`src/rtl/fft_pkg.sv`:
```
// Shared definitions for the FFT sequencing controller: default size,
// scheduler state type and the address bit-manipulation helpers.
package fft_pkg;

  localparam int FFT_LOG2N = 6;
  localparam int FFT_N     = 1 << FFT_LOG2N;

  typedef enum logic [2:0] {
    ST_IDLE   = 3'd0,
    ST_RUN_RD = 3'd1,
    ST_RUN_WR = 3'd2,
    ST_OUT    = 3'd3,
    ST_DONE   = 3'd4
  } fft_sched_state_t;

  // Reverse the low w bits of v; bits at and above w come back as zero.
  function automatic logic [31:0] bitrev(input logic [31:0] v, input int w);
    logic [31:0] r;
    r = '0;
    for (int b = 0; b < 32; b++) begin
      if (b < w) r[w-1-b] = v[b];
    end
    return r;
  endfunction

  // Rotate the low w bits of v left by sh positions.
  function automatic logic [31:0] rotl(input logic [31:0] v, input int sh, input int w);
    logic [31:0] r;
    r = '0;
    for (int b = 0; b < 32; b++) begin
      if (b < w) r[(b + sh) % w] = v[b];
    end
    return r;
  endfunction

endpackage

```
`src/rtl/fft_agu.sv`:
```
// Butterfly address generator: maps (level, iteration) to the two operand
// addresses of an in-place radix-2 DIT butterfly and its twiddle index.
module fft_agu
  import fft_pkg::*;
#(
  parameter int LOG2N = FFT_LOG2N,
  parameter int AW    = LOG2N,
  parameter int TW    = LOG2N - 1,
  parameter int LW    = $clog2(LOG2N + 1)
) (
  input  logic [LW-1:0] level_i,
  input  logic [TW-1:0] iter_i,
  output logic [AW-1:0] ja_o,
  output logic [AW-1:0] jb_o,
  output logic [TW-1:0] tw_o
);

  // Operand pair is the iteration index with a 0/1 appended, rotated by the
  // level; the twiddle keeps only the top 'level' bits of the iteration.
  always_comb begin
    ja_o = AW'(rotl(32'({iter_i, 1'b0}), int'(level_i), AW));
    jb_o = AW'(rotl(32'({iter_i, 1'b1}), int'(level_i), AW));
    if (int'(level_i) >= TW) begin
      tw_o = iter_i;
    end else begin
      tw_o = iter_i & ~TW'((32'd1 << (TW - int'(level_i))) - 32'd1);
    end
  end

endmodule

```
`src/rtl/fft_scheduler.sv`:
```
// FFT sequencing controller. Loads samples into ram0, runs LOG2N butterfly
// levels ping-ponging between ram0 and ram1 (two cycles per butterfly to
// cover the BRAM read latency), then streams the N results out of ram0.
// Optional build macro FFT_SCHED_BITREV_LOAD_EN: bit-reverse the load
// address in hardware so the host can supply samples in natural order.
module fft_scheduler
  import fft_pkg::*;
#(
  parameter int LOG2N = FFT_LOG2N,
  parameter int AW    = LOG2N,
  parameter int TW    = LOG2N - 1
) (
  input  logic          clk,
  input  logic          reset,
  input  logic          start,
  input  logic          load,
  input  logic [AW-1:0] load_address,
  output logic          busy,
  output logic          done,
  output logic [AW-1:0] ram0_addr_a,
  output logic [AW-1:0] ram0_addr_b,
  output logic          ram0_we,
  output logic [AW-1:0] ram1_addr_a,
  output logic [AW-1:0] ram1_addr_b,
  output logic          ram1_we,
  output logic          wdata_sel,
  output logic          rd_sel,
  output logic [TW-1:0] twiddle_addr,
  output logic          out_valid,
  output logic [AW-1:0] out_index
);

  localparam int LW   = $clog2(LOG2N + 1);
  localparam int NPTS = 1 << LOG2N;

  // Results only land back in ram0 when the last level is odd.
  if ((LOG2N % 2) != 0) begin : g_log2n_odd
    $error("fft_scheduler: LOG2N must be even so results land in ram0");
  end

  fft_sched_state_t state_q, state_d;
  logic [LW-1:0]    level_q, level_d;
  logic [TW-1:0]    iter_q, iter_d;
  logic [AW:0]      k_q, k_d;
  logic             out_valid_q, out_valid_d;
  logic [AW-1:0]    out_index_q, out_index_d;

  logic [AW-1:0]    ja, jb, ld_addr;
  logic [TW-1:0]    tw;

  fft_agu #(
    .LOG2N (LOG2N),
    .AW    (AW),
    .TW    (TW),
    .LW    (LW)
  ) u_agu (
    .level_i (level_q),
    .iter_i  (iter_q),
    .ja_o    (ja),
    .jb_o    (jb),
    .tw_o    (tw)
  );

`ifdef FFT_SCHED_BITREV_LOAD_EN
  assign ld_addr = AW'(bitrev(32'(load_address), AW));
`else
  assign ld_addr = load_address;
`endif

  // State, counters and the one-cycle-delayed readout tag.
  always_ff @(posedge clk or negedge reset) begin
    if (!reset) begin
      state_q     <= ST_IDLE;
      level_q     <= '0;
      iter_q      <= '0;
      k_q         <= '0;
      out_valid_q <= 1'b0;
      out_index_q <= '0;
    end else begin
      state_q     <= state_d;
      level_q     <= level_d;
      iter_q      <= iter_d;
      k_q         <= k_d;
      out_valid_q <= out_valid_d;
      out_index_q <= out_index_d;
    end
  end

  // Next-state sequencing and all RAM/ROM control strobes.
  always_comb begin
    state_d      = state_q;
    level_d      = level_q;
    iter_d       = iter_q;
    k_d          = k_q;
    busy         = 1'b0;
    done         = 1'b0;
    ram0_addr_a  = '0;
    ram0_addr_b  = '0;
    ram0_we      = 1'b0;
    ram1_addr_a  = '0;
    ram1_addr_b  = '0;
    ram1_we      = 1'b0;
    wdata_sel    = 1'b0;
    rd_sel       = 1'b0;
    twiddle_addr = '0;
    // A read issued in OUT (k < N) shows up on data_out one cycle later.
    out_valid_d  = (state_q == ST_OUT) && !k_q[AW];
    out_index_d  = k_q[AW-1:0];

    case (state_q)
      ST_IDLE, ST_DONE: begin
        done = (state_q == ST_DONE);
        if (start) begin
          // start has priority: the coincident load is dropped.
          state_d = ST_RUN_RD;
          level_d = '0;
          iter_d  = '0;
        end else if (load) begin
          ram0_we     = 1'b1;
          ram0_addr_a = ld_addr;
          ram0_addr_b = ld_addr;
          state_d     = ST_IDLE;
        end
      end

      ST_RUN_RD: begin
        busy         = 1'b1;
        rd_sel       = level_q[0];
        twiddle_addr = tw;
        ram0_addr_a  = ja;
        ram0_addr_b  = jb;
        ram1_addr_a  = ja;
        ram1_addr_b  = jb;
        state_d      = ST_RUN_WR;
      end

      ST_RUN_WR: begin
        busy         = 1'b1;
        rd_sel       = level_q[0];
        twiddle_addr = tw;
        wdata_sel    = 1'b1;
        ram0_addr_a  = ja;
        ram0_addr_b  = jb;
        ram1_addr_a  = ja;
        ram1_addr_b  = jb;
        // Destination is whichever RAM is not the source for this level.
        ram0_we      = level_q[0];
        ram1_we      = ~level_q[0];
        state_d      = ST_RUN_RD;
        if (iter_q == TW'(NPTS / 2 - 1)) begin
          iter_d  = '0;
          level_d = level_q + 1'b1;
          if (level_q == LW'(LOG2N - 1)) begin
            state_d = ST_OUT;
            k_d     = '0;
          end
        end else begin
          iter_d = iter_q + 1'b1;
        end
      end

      ST_OUT: begin
        busy = 1'b1;
        if (!k_q[AW]) begin
          ram0_addr_a = k_q[AW-1:0];
          k_d         = k_q + 1'b1;
        end else begin
          // Drain cycle: the last sample is on data_out now.
          state_d = ST_DONE;
        end
      end

      default: state_d = ST_IDLE;
    endcase
  end

  assign out_valid = out_valid_q;
  assign out_index = out_index_q;

endmodule

```
`config.mk`:
```
export PLATFORM = sky130hd
export DESIGN_NAME = fft_scheduler
export DESIGN_NICKNAME = d
export VERILOG_FILES = /design/src/rtl/fft_pkg.sv /design/src/rtl/fft_agu.sv /design/src/rtl/fft_scheduler.sv
export SDC_FILE = /design/constraint.sdc
export NUM_CORES = 1
export LEC_CHECK = 0
export BUFFER_PORTS_ARGS = -buffer_cell sky130_fd_sc_hd__buf_2
export CAP_MARGIN = 10
export CORE_ASPECT_RATIO = 1.75
export CORE_UTILIZATION = 45
export DETAILED_ROUTE_END_ITERATION = 12
export GPL_TIMING_DRIVEN = 0
export PLACE_DENSITY = 0.66
export SYNTH_ARGS = -nofsm -noshare
export SYNTH_HDL_FRONTEND = slang
export SYNTH_SLANG_ARGS = --single-unit
```
`constraint.sdc`:
```
create_clock -name clk -period 7.42 [get_ports clk]
set_input_delay 1.484 -clock clk [delete_from_list [all_inputs] [get_ports clk]]
set_output_delay 1.484 -clock clk [all_outputs]
set_load 0.01 [all_outputs]
```
After elaboration in Yosys (flattened, before gate mapping)
Cells that the tools add are included.
{"block": "op_classes", "addsub": 10, "multipliers": 0, "div_mod_pow": 6, "order_cmp": 13, "eq_ne": 12, "shift": 1, "n_mux": 54, "bitwise_logic": 4, "reduce_logical": 19}
{"cell": "bitwise mux 32 bit", "n": 9}
{"cell": "greater-or-equal comparator 32 x 1 -> 1 bit (second input constant)", "n": 6}
{"cell": "< comparator 32 x 7 -> 1 bit (second input constant)", "n": 6}
{"cell": "modulo 32 x 4 -> 32 bit (second input constant)", "n": 5}
{"cell": "bitwise AND 32 bit", "n": 1}
{"cell": "modulo 4 x 4 -> 32 bit (second input constant)", "n": 1}
{"cell": "<< shifter 1 x 32 -> 5 bit (first input constant)", "n": 1}
{"cell": "demux 1 bit (select 5 bit)", "n": 6}
{"cell": "two-way mux 6 bit", "n": 5}
{"cell": "two-way mux 7 bit", "n": 3}
{"cell": "two-way mux 5 bit", "n": 4}
{"cell": "case mux 6 bit (3 select lines)", "n": 1}
{"cell": "two-way mux 3 bit", "n": 5}
{"cell": "case mux 7 bit (2 select lines)", "n": 1}
{"cell": "two-way mux 1 bit", "n": 13}
{"cell": "case mux 3 bit (4 select lines)", "n": 1}
{"cell": "case mux 6 bit (2 select lines)", "n": 1}
{"cell": "inequality test 2 bit (second input constant)", "n": 5}
{"cell": "case mux 5 bit (2 select lines)", "n": 1}
{"cell": "adder 2 x 3 -> 4 bit (first input constant)", "n": 2}
{"cell": "adder 3 x 3 -> 4 bit (first input constant)", "n": 2}
{"cell": "adder 7 x 1 -> 7 bit (second input constant)", "n": 1}
{"cell": "logical AND 1 bit", "n": 7}
{"cell": "== test 3 x 2 -> 1 bit (second input constant)", "n": 2}
{"cell": "other kinds (24)", "n": 30}
{"block": "word_totals", "register_bits": 25, "latch_bits": 0, "ramBits": 0, "mem_bits_ro": 0, "n_memories": 0}

Logic depth before layout (Yosys ltp)
{"block": "depth", "depth_word": 12, "depth_mapped": 15, "mapped_depth_nobuf": 13}

Hierarchy
Synthesis repeated with hierarchy kept, for this count alone.
{"block": "hier_totals", "hier_cells": 412, "area_unflattened_um2": 3393.3}
{"module": "fft_agu", "instances": 1, "cells_per_inst": 266, "area_per_inst_um2": 1840.5}
{"module": "fft_scheduler", "instances": 1, "cells_per_inst": 146, "area_per_inst_um2": 1552.7}

Worst setup path after synthesis
No wires, ideal clock.
{"block": "synth_timing", "path_kind": "register to output", "from": "register level_q[0]", "to": "output port ram0_addr_a[1]", "arrival_ps": 3608, "required_time_ps": 5936, "setup_slack_ps": 2328, "stages_incl_launch_ff": 16, "n_path_buf": 3, "path_cell_list": "dfrtp_1 -> buf_4 -> inv_1 -> clkbuf_1 -> ha_1 -> buf_2 -> xor2_2 -> nor2_1 -> ha_1 -> nor2_1 -> or2_2 -> a22o_1 -> nor2_1 -> a221oi_1 -> or3b_1 -> a221o_1"}
{"block": "synth_via", "elab_chain_len": 12, "word_cells_on_any_way": 41, "cone_classes": "add/sub: 5; div: 5; order compare: 10; mux: 15; bitwise: 1; reduce/logical: 5"}
{"element": "from (decl)", "line": "fft_scheduler.sv:42", "source": "logic [LW-1:0] level_q, level_d;"}
{"element": "from (signal assigned)", "line": "fft_scheduler.sv:81", "source": "level_q <= level_d;"}
{"element": "adder 1 x 3 -> 4 bit", "line": "fft_pkg.sv:31", "source": "if (b < w) r[(b + sh) % w] = v[b];"}
{"element": "modulo 32 x 4 -> 32 bit", "line": "fft_pkg.sv:31"}
{"element": "greater-or-equal comparator 32 x 1 -> 1 bit (implied by the code) / < comparator 32 x 7 -> 1 bit (equally long branches)", "line": "fft_pkg.sv:31"}
{"element": "logical AND 1 bit (implied by the code)", "line": "fft_pkg.sv:31"}
{"element": "two-way mux 1 bit (implied by the code)", "line": "fft_pkg.sv:31"}
{"element": "demux 1 bit (select 5 bit)"}
{"element": "bitwise AND 32 bit (no line)"}
{"element": "bitwise mux 32 bit (3 in series)", "line": "fft_pkg.sv:31"}
{"element": "bitwise mux 32 bit (*)", "line": "fft_pkg.sv:31"}
{"element": "case mux 6 bit (3 select lines) (*)", "line": "fft_scheduler.sv:110", "source": "case (state_q)"}
{"element": "to (decl)", "line": "fft_scheduler.sv:20", "source": "output logic [AW-1:0] ram0_addr_a,"}
Mark *: on every way between the ends. The rest lies on a longest branch, timed or not.

Final worst setup path
Ends and elaborated chain as after synthesis.

==> run summary <==
Bufs on Longest Clock Path - 2
Max-slew headroom - 0.488
post-synthesis adder-cell area fraction - 0.113
fin crit share - 0.827
Worst EP required - 5.94 ns
first drt pass iteration count - 4
proportion of layout cells with a drive suffix above 1 - 0.198
Final Net Count - 490
synthesized area - 3210 sq um
count leader, synth - nand2_1
drt via density - 6.10
pin count of the biggest net entering global routing - 26
Hold Crit Class - reg2reg
layer carrying the most global-route usage - met2
initial antenna violation count - 0
minimum clock period - 6.14 ns
CP Data Arrival Time - 4.65 ns
grt ovf - 0
ANT nets after route - 0
Syn Inst Count - 394
DPL Wire Length - 7.84 mm
Post-Synth XOR/XNOR Area - 0.0405
Top Ports - 52
slowest stage delay, CP - 0.47 ns
worst path bufs/invs - 5
Worst Max-Slew Pin Slew - 0.762 ns
Synth top area share - 0.195
Core Footprint - 6910 sq um
crit path max fanout - 11
asr flop ratio synth - 1.00
n_diodes - 0
I/O Buffers - 51
Startpoint Class - flip-flop
Final GP Congestion - 0.960
clk slew on worst S/H paths - 0.06 ns
mux share of post-synthesis cell area - 0.0164
main combinational cell family by area after synthesis - compound AO/OA/AOI/OAI gates
Syn Nets - 433
crit path kind - reg2out
Via Count - 3258
most frequent cells after synthesis - nand2_1 (41), nor2_1 (31), ha_1 (29)
CTS root buffer - clkbuf_16
Synth Area in Compound Gates - 0.325
cells along the critical path - buf_4, inv_1, clkbuf_1, ha_1, buf_2, xor2_2, nor2_1, ha_1, nor2_1, or2_2, a22o_1, nor2_1, a221oi_1, or3b_1, a221o_1, buf_2
unrepaired setup endpoints after global routing - false
worst vdd ir - 291 uV
status - complete, no violations
critical path's slowest cell - clkbuf_1
area delta synth->final - 14.0%
nature of the critical path endpoint - primary output
met2 Resource Use GR - 0.505
number of synthesized flops with an enable pin - 0
TritonCTS buffer count - 3
Finished Core Util - 0.530
post-CTS setup buffers - 0
initial drt markers - 127
Remaining DRCs - 0
pwr dens - 535 nW/um^2
row count - 40
Die W - 65.9 microns
total track usage - 0.269
die height - 114 microns
multi-input logic area - 2410 sq um
most used cell, CP - nor2_1
WL/cell - 18.0 microns
hold path cells - 0
met3 Use GR - 0.0120
max cap viols - 0
clock sink count - 25
largest area contributor in the netlist - dfrtp_1
Hold Violations, Final - 0
total area of sequential cells - 626 sq um
die area - 7490 sq um
Setup Skew - 0.00222 ns
Initial Util - 0.465
PostCTS Resize Cnt - 0
yosys warns - 0
syn_area_per_cell - 8.15 sq um
worst reg2reg startpoint - level_q[1]$_DFFE_PN0P_
reg2reg end - k_q[0]$_DFFE_PN0P_
simple-gate share of the synthesized area - 0.255
Final setup viols - 0
CTS tree - yes
first-pass GRT wire length - 15.5 mm
Detailed Route WL - 9.62 mm
R2R cell count - 7
Hold Crit Start - k_q[5]$_DFFE_PN0P_
clk_lat worst skew - 0.26 ns
Total Neg Setup Slack - 0 ns
sequential share of the synthesized area - 0.195
Post-synth top flop - dfrtp_1
vias in the first global route - 3212
CP delay by family, top - buffers and inverters
grt met1 use - 0.292
fmax - 163 MHz
H-tree levels - 1
leak pwr - 1.68 nW
CTS Hold Bufs - 0
top cells by area, synth - dfrtp_1 (19%), ha_1 (11%), nand2_1 (4.8%)
Netlist cell types - 80
Fillers - 702
hold worst-path end - out_index[5]$_DFF_PN0_
final max-slew violation count - 0
#FFs+latches synth - 25
r2r setup slk - 4.43 ns
## cell type report
cell class	count	share of cell area
multi-input cells	330	0.657
plain buffers	17	0.0267
well taps	84	0.0287
flip-flops and latches	25	0.171
inverters	22	0.0226
repair buffers	52	0.0725
clock buffers	4	0.0215
## how the worst max path moves through the flow
stage,start,end,depth (start not counted)
2_1_floorplan,level_q[0]$_DFFE_PN0P_,ram0_addr_a[1],15
3_5_place_dp,level_q[0]$_DFFE_PN0P_,ram0_addr_a[1],16
4_1_cts,level_q[0]$_DFFE_PN0P_,ram0_addr_a[1],16
3_3_place_gp,level_q[0]$_DFFE_PN0P_,ram0_addr_a[1],16
5_1_grt,level_q[0]$_DFFE_PN0P_,ram0_addr_a[1],16
6_report,level_q[0]$_DFFE_PN0P_,ram0_addr_a[1],16
## report_power, final
part           total (W)  internal, W  switching, W
Sequential      0.000241     0.000182     0.0000598
Combinational    0.00160     0.000643      0.000955
Clock           0.000117    0.0000734     0.0000441
Total            0.00196     0.000898       0.00106
## placed cells by master (no fill, tap or decap), types with 6 or more instances in the layout
cell type / count
a22oi_1: 9
o21ai_0: 11
and2_1: 7
dfrtp_1: 25
nor2_1: 31
inv_1: 21
a21oi_1: 21
nor2b_1: 8
ha_1: 29
nor3_1: 8
a21o_1: 8
a31oi_1: 8
nand4_1: 6
or2_2: 7
nand3_1: 12
clkbuf_1: 10
nand2_1: 41
a22o_1: 8
o31ai_1: 6
buf_2: 54
## sequential cells by signal, indices dropped and copies added (netlist names)
register   flops
out_valid      1
state_q        3
level_q        3
iter_q         5
k_q            7
out_index      6
## metrics by stage
step	setup WS, ns	total power [W]	hold WS, ns	cell area (sq um)	std cells
final	1.28	0.00196	0.452	3660	534
after global routing	0.968	0.00212	0.486	3660	534
after CTS	1.31	0.00195	0.450	3660	534
after detailed placement	1.58	0.00182	0.434	3580	530
after global placement	1.66	0.00180	0.427	3570	529
after floorplan	2.33	0.00139	0.406	3210	394
## layer usage
metal,vias up,wire [microns]
met5,-,0
met3,25,190
met2,74,5320
met4,0,413
li1,1592,-
met1,1567,3700
## logic make-up after synthesis
family | count (synthesis)
buf+inv | 39
fa+ha+maj | 29
mux | 5
compound gates | 130
xor+xnor | 11
flops | 25
simple gates | 155
(Power assumes the default switching activity.)
